<file path="config.mk">
export PLATFORM = sky130hd
export DESIGN_NAME = bus_timer_responder
export DESIGN_NICKNAME = d
export VERILOG_FILES = /design/src/rtl/bus_timer_responder_pkg.sv /design/src/rtl/bus_timer_responder_bus_byte_merge.sv /design/src/rtl/bus_timer_responder.sv
export SDC_FILE = /design/constraint.sdc
export NUM_CORES = 1
export LEC_CHECK = 0
export BUFFER_PORTS_ARGS = -buffer_cell sky130_fd_sc_hd__buf_2
export CORE_UTILIZATION = 45
export DETAILED_ROUTE_END_ITERATION = 12
export HOLD_SLACK_MARGIN = 0.02
export PLACE_DENSITY_LB_ADDON = 0.15
export SYNTH_ARGS = -nofsm -noshare
export SYNTH_HDL_FRONTEND = slang
export SYNTH_SLANG_ARGS = --single-unit
</file>
<file path="constraint.sdc">
create_clock -name iCLK -period 7.8 [get_ports iCLK]
set_input_delay 0.78 -clock iCLK [delete_from_list [all_inputs] [get_ports iCLK]]
set_output_delay 0.78 -clock iCLK [all_outputs]
set_load 0.05 [all_outputs]
</file>
<file path="src/rtl/bus_timer_responder_pkg.sv">
// Shared definitions for the bus timer responder: register offsets, bit positions,
// FSM encoding and the default window base.
package bus_timer_responder_pkg;

  localparam logic [31:0] TMR_DEFAULT_BASE = 32'hFFFF_0100;

  localparam logic [4:0] TMR_CTRL    = 5'h00;
  localparam logic [4:0] TMR_COUNT   = 5'h04;
  localparam logic [4:0] TMR_COMPARE = 5'h08;
  localparam logic [4:0] TMR_STATUS  = 5'h0C;
  localparam logic [4:0] TMR_CAPTURE = 5'h10;

  localparam int CTRL_EN     = 0;
  localparam int CTRL_RELOAD = 1;
  localparam int CTRL_IE     = 2;
  localparam int CTRL_CIE    = 3;
  localparam int CTRL_PS_LSB = 16;

  localparam int STAT_MATCH = 0;
  localparam int STAT_DONE  = 1;
  localparam int STAT_CAPF  = 2;

  typedef enum logic [1:0] {
    ST_IDLE = 2'd0,
    ST_RUN  = 2'd1,
    ST_HALT = 2'd2
  } tmr_state_e;

endpackage

</file>
<file path="src/rtl/bus_timer_responder_bus_byte_merge.sv">
// Per-lane write merge: each enabled byte lane takes the write data, the rest keep
// the old register value.
module bus_byte_merge (
  input  logic [31:0] old_val,
  input  logic [31:0] wdata,
  input  logic [3:0]  be,
  output logic [31:0] merged
);

  always_comb begin
    merged = old_val;
    for (int i = 0; i < 4; i++) begin
      if (be[i]) merged[8*i +: 8] = wdata[8*i +: 8];
    end
  end

endmodule

</file>
<file path="src/rtl/bus_timer_responder.sv">
// Memory-mapped prescaled timer on the Dw* data bus with compare match and level IRQ.
// Optional capture input enabled by defining BUS_TIMER_CAPTURE_EN.
//   state | meaning
//   IDLE  | stopped, waiting for CTRL.EN
//   RUN   | counting prescaled ticks toward COMPARE
//   HALT  | one-shot matched, DONE held until EN or COUNT is rewritten
module bus_timer_responder
  import bus_timer_responder_pkg::*;
#(
  parameter logic [31:0] BASE_ADDR = TMR_DEFAULT_BASE,
  parameter int unsigned CNT_W     = 32
) (
  input  logic        iCLK,
  input  logic        iRST,
`ifdef BUS_TIMER_CAPTURE_EN
  input  logic        iCapture,
`endif
  input  logic        DwReadEnable,
  input  logic        DwWriteEnable,
  input  logic [3:0]  DwByteEnable,
  input  logic [31:0] DwAddress,
  input  logic [31:0] DwWriteData,
  output logic [31:0] oReadData,
  output logic        oHit,
  output logic        oIRQ
);

  logic             en_q, en_d, reload_q, reload_d, ie_q, ie_d;
  logic [15:0]      prescale_q, prescale_d, ps_q, ps_d;
  logic [CNT_W-1:0] count_q, count_d, compare_q, compare_d;
  logic             match_q, match_d, done_q, done_d, irq_q, irq_d;
  tmr_state_e       state_q, state_d;

  logic [4:0]  offset;
  logic        wr_hit, wr_ctrl, wr_count, wr_compare, wr_status;
  logic        tick, match_set, cie_bit, capf_bit;
  logic [31:0] ctrl_rd, count_rd, compare_rd, status_rd, capture_rd, rd_sel;
  logic [31:0] ctrl_wv, count_wv, compare_wv, status_wv;

  assign oHit       = (DwAddress[31:5] == BASE_ADDR[31:5]);
  assign offset     = {DwAddress[4:2], 2'b00};
  assign wr_hit     = DwWriteEnable & oHit;
  assign wr_ctrl    = wr_hit & (offset == TMR_CTRL);
  assign wr_count   = wr_hit & (offset == TMR_COUNT);
  assign wr_compare = wr_hit & (offset == TMR_COMPARE);
  assign wr_status  = wr_hit & (offset == TMR_STATUS);

  always_comb begin
    count_rd   = '0;
    compare_rd = '0;
    count_rd[CNT_W-1:0]   = count_q;
    compare_rd[CNT_W-1:0] = compare_q;
  end

  assign ctrl_rd   = {prescale_q, 12'd0, cie_bit, ie_q, reload_q, en_q};
  assign status_rd = {29'd0, capf_bit, done_q, match_q};

  // STATUS merges against zero so the result is the write-1-to-clear mask.
  bus_byte_merge u_merge_ctrl    (.old_val(ctrl_rd),    .wdata(DwWriteData), .be(DwByteEnable), .merged(ctrl_wv));
  bus_byte_merge u_merge_count   (.old_val(count_rd),   .wdata(DwWriteData), .be(DwByteEnable), .merged(count_wv));
  bus_byte_merge u_merge_compare (.old_val(compare_rd), .wdata(DwWriteData), .be(DwByteEnable), .merged(compare_wv));
  bus_byte_merge u_merge_status  (.old_val(32'd0),      .wdata(DwWriteData), .be(DwByteEnable), .merged(status_wv));

  always_comb begin
    case (offset)
      TMR_CTRL:    rd_sel = ctrl_rd;
      TMR_COUNT:   rd_sel = count_rd;
      TMR_COMPARE: rd_sel = compare_rd;
      TMR_STATUS:  rd_sel = status_rd;
      TMR_CAPTURE: rd_sel = capture_rd;
      default:     rd_sel = '0;
    endcase
  end

  assign oReadData = (DwReadEnable && oHit && !iRST) ? rd_sel : 32'd0;
  assign oIRQ      = irq_q;
  assign tick      = (state_q == ST_RUN) && (ps_q >= prescale_q);

  always_comb begin
    en_d       = en_q;
    reload_d   = reload_q;
    ie_d       = ie_q;
    prescale_d = prescale_q;
    compare_d  = compare_q;
    count_d    = count_q;
    done_d     = done_q;
    state_d    = state_q;
    ps_d       = '0;
    match_set  = 1'b0;

    if (wr_ctrl) begin
      en_d       = ctrl_wv[CTRL_EN];
      reload_d   = ctrl_wv[CTRL_RELOAD];
      ie_d       = ctrl_wv[CTRL_IE];
      prescale_d = ctrl_wv[CTRL_PS_LSB +: 16];
    end
    if (wr_compare) compare_d = compare_wv[CNT_W-1:0];

    case (state_q)
      ST_IDLE: begin
        if (en_d) state_d = ST_RUN;
      end
      ST_RUN: begin
        if (!en_d) begin
          state_d = ST_IDLE;
        end else begin
          ps_d = tick ? 16'd0 : ps_q + 16'd1;
          if (tick) begin
            if (count_q == compare_q) begin
              match_set = 1'b1;
              if (reload_q) begin
                count_d = '0;
              end else begin
                en_d    = 1'b0;
                done_d  = 1'b1;
                state_d = ST_HALT;
              end
            end else begin
              count_d = count_q + CNT_W'(1);
            end
          end
        end
      end
      ST_HALT: begin
        if (en_d) begin
          state_d = ST_RUN;
          done_d  = 1'b0;
        end else if (wr_ctrl || wr_count) begin
          state_d = ST_IDLE;
          done_d  = 1'b0;
        end
      end
      default: state_d = ST_IDLE;
    endcase

    // A bus write to COUNT overrides whatever the tick would have done.
    if (wr_count) count_d = count_wv[CNT_W-1:0];

    match_d = (match_q & ~(wr_status & status_wv[STAT_MATCH])) | match_set;
    irq_d   = (match_q & ie_q) | (capf_bit & cie_bit);
  end

  always_ff @(posedge iCLK) begin
    if (iRST) begin
      en_q       <= 1'b0;
      reload_q   <= 1'b0;
      ie_q       <= 1'b0;
      prescale_q <= '0;
      ps_q       <= '0;
      count_q    <= '0;
      compare_q  <= '1;
      match_q    <= 1'b0;
      done_q     <= 1'b0;
      irq_q      <= 1'b0;
      state_q    <= ST_IDLE;
    end else begin
      en_q       <= en_d;
      reload_q   <= reload_d;
      ie_q       <= ie_d;
      prescale_q <= prescale_d;
      ps_q       <= ps_d;
      count_q    <= count_d;
      compare_q  <= compare_d;
      match_q    <= match_d;
      done_q     <= done_d;
      irq_q      <= irq_d;
      state_q    <= state_d;
    end
  end

`ifdef BUS_TIMER_CAPTURE_EN
  logic             cie_q, cie_d, capf_q, capf_d, cap_edge;
  logic [CNT_W-1:0] capture_q, capture_d;
  logic [2:0]       sync_q, sync_d;

  always_comb begin
    sync_d    = {sync_q[1:0], iCapture};
    cap_edge  = sync_q[1] & ~sync_q[2];
    cie_d     = wr_ctrl ? ctrl_wv[CTRL_CIE] : cie_q;
    capture_d = cap_edge ? count_q : capture_q;
    capf_d    = (capf_q & ~(wr_status & status_wv[STAT_CAPF])) | cap_edge;
  end

  always_ff @(posedge iCLK) begin
    if (iRST) begin
      sync_q    <= '0;
      cie_q     <= 1'b0;
      capture_q <= '0;
      capf_q    <= 1'b0;
    end else begin
      sync_q    <= sync_d;
      cie_q     <= cie_d;
      capture_q <= capture_d;
      capf_q    <= capf_d;
    end
  end

  assign cie_bit  = cie_q;
  assign capf_bit = capf_q;
  always_comb begin
    capture_rd = '0;
    capture_rd[CNT_W-1:0] = capture_q;
  end
`else
  assign cie_bit    = 1'b0;
  assign capf_bit   = 1'b0;
  assign capture_rd = '0;
`endif

  logic unused_bits;
  assign unused_bits = ^{DwAddress[1:0], ctrl_wv, count_wv, compare_wv, status_wv};

endmodule
</file>
==> metrics.cfg, run 1 <==
[worst_setup_path]
critPathLaunchType = input port
worst_path_max_delay_cell = nor2b_1
path_max_fanout = 24
reg2reg_slack_ns = 4.38
path_buf_inv = 2
path_class = in -> out
critPathCaptureType = output pin
r2r_cells = 9
cp.arrival_ns = 2.94
cpMostUsedCell = buf_2
cp_cell_sequence = buf_2, nor2b_1, a22oi_1, nor2_1, buf_2
cp.depth = 5
required_ns = 7.02
cpPeakStageDelay_ns = 0.95
crit_family = simple AND/OR/NAND/NOR gates

[finish]
syn_to_final_growth_pct = 13.5
layout_common_cells = nor2_1, dfxtp_1, buf_2
ff_latch_area_um2 = 2080
instances_no_fill = 1066
antenna_cells = 0
multiInputGateArea_um2 = 4020
layout_commonest_cell = nor2_1
fillCellCount = 1357
nets = 971
final_area_um2 = 7300
drive_gt1_share_pct = 16.6

[worst_hold_path]
hold_class = reg -> reg
min_delay_path_depth = 1

[clock_network]
post_cts_buffers = 0
ctsResizeCount = 0
hold_buffers = 0
cts.path.max_buffers = 2
clkSinkCount = 104
clk_pin_slew_ns = 0.07
root_buffer = clkbuf_16
cts_tree = built
insertion_delay_ns = 0.36
htreeDepth = 3
numCtsBuffers = 9

[placed_design]
place_congestion = 0.911
port_buffers = 103
placed_area_um2 = 6990
hpwlAfterDp_um = 14100
placed_cells = 1050

[timing]
final-max-slew-violation-count = 0
hold_viol = 0
worst_pin_slew_ns = 1.10
finalSetupViolCount = 0
holdWs_ns = 0.487
max_slew_margin_pct = 26.4
fin_crit_sh_pct = 47.7
rsz0062_at_grt = false
tns_ns = 0
fin_skew_ns = 0.0100
period_needed_ns = 3.72
fmax_ghz = 0.269

[logic_synthesis]
ys_ff_latch = 104
syn_nets = 906
syn_area_um2 = 6430
synth-edff-count = 0
ys_async_sr_fraction_pct = 0
synth_area_leaders = dfxtp_1, nor2_1, mux2i_1
dominantRegCellSynth = dfxtp_1
avgSynthCellArea_um2 = 7.88
synth_largest_area_cell = dfxtp_1
ys_seq_area_share_pct = 32.4
yosysUniqueCellTypes = 65
netlist.area_leader.share_pct = 32.4
yosysWarningCount = 0
syn_inst = 816

[die]
start_util_pct = 46.2
fp.dieH_um = 122
pin_count = 106
die_width_um = 122
dieArea_um2 = 14800
fp-row-count = 43
core-area_um2 = 13900

[power_and_ir_drop]
power_mw = 1.07
leakage_nw = 2.97
power_density_nw_per_um2 = 147
ir_drop_mv = 0.130

[route]
wl_per_cell_um = 18.2
drtIter0Drc = 553
wirelength_um = 19400
via_per_inst = 5.90
drc = 0
postRouteAntennaNets = 0
dr.pass1.iters = 5
vias = 6287

[outcome]
status = finished, final reports clean

[grt]
grt_pass1_wl_um = 30800
antenna_found_initial = 0
grt_max_degree = 43
grt.overflow.total = 0
track_usage_pct = 27.0
grt_pass1_vias = 5823

[flow_run]
max_cap_violations = 0

-- power by group --
part / switching [mW] / total, mW / leakage [nW] / internal, mW
Clock: 0.211 / 0.469 / 0.145 / 0.259
Combinational: 0.0424 / 0.0699 / 1.99 / 0.0275
Sequential: 0.00165 / 0.533 / 0.839 / 0.531
Total: 0.255 / 1.07 / 2.97 / 0.818
-- per-stage QoR --
stage          setup slack (ns)  utilization [%]
2_1_floorplan              3.37                -
3_3_place_gp               3.81             50.2
3_5_place_dp               3.77             50.2
4_1_cts                    4.09             52.4
5_1_grt                    3.87             52.4
6_report                   4.08             52.4
-- worst register-to-register path: stages (launching register included) --
cell       delay [ns]
dfxtp_1          0.40
inv_1            0.07
ha_1             0.28
nand2b_1         0.10
a2111oi_0        0.09
o311a_1          0.35
o31ai_2          0.69
nand4_2          0.64
and4_1           0.44
a221o_1          0.25
-- logic make-up after synthesis --
logic type               count (synthesis)  share of synthesized area (%)
AO/OA/AOI/OAI                          155                           16.4
flip-flops                             104                           32.4
adder cells (fa/ha/maj)                 18                           3.50
multiplexers                            48                           7.92
buffers and inverters                   81                           5.27
AND/OR/NAND/NOR                        356                           27.2
XOR/XNOR                                54                           7.35
-- synthesized netlist by cell type, types with 3 or more instances --
library cell and instances:
and2_1 7, inv_1 24, a22o_1 3, nand3_1 40, and4_1 5, ha_1 18
dfxtp_1 104, nand4_1 25, nor4_1 8, nand2b_1 5, nor4b_1 3, or2_2 3
a221o_1 3, xor2_1 10, o21ai_1 22, a32o_1 3, o2bb2ai_1 5, nand2_1 43
o21a_1 3, a21o_1 10, nor3_1 19, buf_2 10, or4_1 5, a221oi_1 6
nor2b_1 5, a211oi_1 8, o31ai_1 10, xnor2_1 44, clkbuf_1 40, or3_1 4
o21ai_0 13, and3_1 21, nor2_1 150, buf_1 3, a21oi_1 32, mux2i_1 45
a22oi_1 17, a41oi_1 3, a32oi_1 3
-- routing by layer --
| metal | global-route usage (%) | wire length (um) |
|---|---|---|
| met1 | 36.7 | 8710 |
| met2 | 43.1 | 8820 |
| met3 | 5.06 | 1550 |
| met5 | 0 | 0 |
| met4 | 8.64 | 352 |
-- final cells by class --
type,count,share of cell area [%]
well taps,180,3.09
repair buffers,111,7.88
clock inverters,6,0.926
multi-input cells,631,55.1
flip-flops and latches,104,28.5
clock buffers,10,3.27
inverters,24,1.23
-- registers in the layout (all words and copies together), names as in the netlist, 2 cells and up --
name / cells
state_q: 2
prescale_q: 16
count_q: 32
ps_q: 16
compare_q: 32
-- worst paths after layout --
| kind | from | endpoint |
|---|---|---|
| max | DwAddress[2] | oReadData[11] |
| min | ps_q[0] | ps_q[0] |
| max reg2reg | ps_q[0] | count_q[2] |
| min reg2reg | ps_q[0] | ps_q[0] |
(Power assumes the default switching activity.)
==> inputs of run 2 (changes only) <==
clock period = 3.36 ns   (was 7.8 ns; I/O delays follow)
==> run 2 against run 1 <==
Clock-buffer cell count did not move. Largest power group unchanged. Cell count rose by 1.2%. Final area rose by 0.99%. Register-to-register slack got worse by 4.0 ns. Non-clock buffer count rose by 15. Critical path depth rose by 4. Clock power rose by 110%. Utilization rose by 0.52 points.
==> metrics.cfg, run 2 (synthesis gave the netlist of run 1 again) <==
[worst_setup_path]
critPathCaptureType = flop
cp.depth = 9  ; +4
path_buf_inv = 1  ; -1
r2r_cells = 9  ; unchanged
reg2reg_slack_ns = 0.34  ; -4.04 ns
path_max_fanout = 19  ; -21%
path_class = reg -> reg
cp_cell_sequence = inv_1, ha_1, nand2b_1, a2111oi_0, o311a_1, o31ai_2, and4_4, nor3_1, a211o_1
cpPeakStageDelay_ns = 0.66  ; -0.29 ns
r2r_start = ps_q[0]
worst_path_max_delay_cell = o31ai_2
cp.arrival_ns = 3.26  ; +0.32 ns
crit_family = compound AO/OA/AOI/OAI gates
crit_end = count_q[15]
setup.worst_path.start = ps_q[0]
r2r-end = count_q[15]
critPathLaunchType = flop
required_ns = 3.60  ; -3.42 ns

[timing]
fin_skew_ns = 0.00772  ; -0.00232 ns
fin_crit_sh_pct = 89.8
finalSetupViolCount = 0  ; unchanged
holdWs_ns = 0.224  ; -0.264 ns
tns_ns = 0  ; unchanged
hold_viol = 0  ; unchanged
max_slew_margin_pct = 50.1  ; +24 points
timing.final.ws_setup_ns = 0.343  ; -3.73 ns
period_needed_ns = 3.02
worst_pin_slew_ns = 0.744  ; -0.358 ns
fmax_ghz = 0.331
final-max-slew-violation-count = 0  ; unchanged
rsz0062_at_grt = false

[die]
fp-row-count = 43  ; unchanged
fp.dieH_um = 122  ; unchanged
dieArea_um2 = 14800  ; unchanged
core-area_um2 = 13900  ; unchanged
start_util_pct = 46.2  ; unchanged
die_width_um = 122  ; unchanged
pin_count = 106  ; unchanged

[clock_network]
root_buffer = clkbuf_16
post_cts_buffers = 0  ; unchanged
ctsResizeCount = 0  ; unchanged
clkSinkCount = 104  ; unchanged
insertion_delay_ns = 0.35  ; about the same
cts.path.max_buffers = 2  ; unchanged
clk_pin_slew_ns = 0.07  ; about the same
htreeDepth = 3  ; unchanged
hold_buffers = 0  ; unchanged
numCtsBuffers = 9  ; unchanged
cts_tree = built

[power_and_ir_drop]
ir_drop_mv = 0.204  ; +57%
power_mw = 2.38  ; +120%
leakage_nw = 3.03  ; +2.1%
power_density_nw_per_um2 = 322  ; +120%

[finish]
layout_commonest_cell = nor2_1
syn_to_final_growth_pct = 14.6
nets = 986  ; +1.5%
drive_gt1_share_pct = 17.9  ; +1.3 points
layout_common_cells = nor2_1, dfxtp_1, buf_2
antenna_cells = 0  ; unchanged
top_regs = compare_q x32, count_q x32

[grt]
grt_pass1_vias = 5841  ; +0.31%
grt.overflow.total = 0  ; unchanged
track_usage_pct = 27.1  ; +0.064 points
antenna_found_initial = 0  ; unchanged
grt_max_degree = 48  ; +12%
grt_pass1_wl_um = 30900  ; about the same

[flow_run]
max_cap_violations = 0  ; unchanged

[placed_design]
port_buffers = 103  ; unchanged
hpwlAfterDp_um = 14400  ; +2.5%
place_congestion = 0.932  ; +2.4%
pre_cts_ws_ns = 0.399  ; -3.37 ns

[route]
wirelength_um = 19400  ; about the same
wl_per_cell_um = 18.0  ; -1.2%
drc = 0  ; unchanged
drtIter0Drc = 592  ; +7.1%
dr.pass1.iters = 6  ; +1
postRouteAntennaNets = 0  ; unchanged
vias = 6392  ; +1.7%
via_per_inst = 5.92  ; +0.45%

[outcome]
status = finished, final reports clean

[worst_hold_path]
hp-start = DwWriteData[10]
hold_class = in -> reg

-- run 2: changes by cell type in the layout (fill, tap and decap cells not counted) --
cell	previous run	this run
bufinv_16	1	0
buf_4	8	23
clkinvlp_4	2	1
clkinv_4	1	0
nor3b_2	0	1
clkinv_2	1	3
nor3b_1	2	1
inv_6	1	0
-- run 2: power breakdown --
part | leakage [nW] | switching, mW | internal [mW]
clock | 0.130 | 0.461 | 0.511
sequential | 0.839 | 0.00406 | 1.23
combinational | 2.07 | 0.0990 | 0.0669
-- run 2: worst min path at each step --
stage	slack, ns	cells past startpoint	end
6_report	0.22	3	count_q[10]
5_1_grt	0.25	3	compare_q[8]
4_1_cts	0.21	3	count_q[10]
3_5_place_dp	0.47	1	ps_q[0]
3_3_place_gp	0.46	1	ps_q[0]
2_1_floorplan	0.44	1	ps_q[0]
-- run 2: metal layers --
| layer | track usage [%] | share of wire (%) | routed length (um) | up-vias |
|---|---|---|---|---|
| met5 | 0 | 0 | 0 | - |
| met4 | 9.41 | 2.0 | 380 | 0 |
| met3 | 3.14 | 6.3 | 1230 | 32 |
| met2 | 43.8 | 46 | 9010 | 273 |
| met1 | 37.3 | 45 | 8810 | 3013 |
| li1 | - | - | - | 3074 |
-- run 2: through the flow --
stage / instances / instance area (um2) / util [%]
2_1_floorplan: 816 / 6440 / -
3_3_place_gp: 1065 / 7110 / 51.0
3_5_place_dp: 1065 / 7110 / 51.0
4_1_cts: 1079 / 7370 / 52.9
6_report: 1079 / 7370 / 52.9
5_1_grt: 1079 / 7370 / 52.9
-- run 2: cell type report --
class | instances | area (um2)
fillers | 1331 | 6560
multi-input cells | 631 | 4030
flip-flops and latches | 104 | 2080
repair buffers | 126 | 688
clock buffers | 10 | 239
well taps | 180 | 225
inverters | 24 | 90.1
clock inverters | 4 | 22.5
-- run 2: tightest hold or removal path, stage by stage --
cell      delay, ns
buf_2          0.10
nand2_1        0.05
o311ai_1       0.06
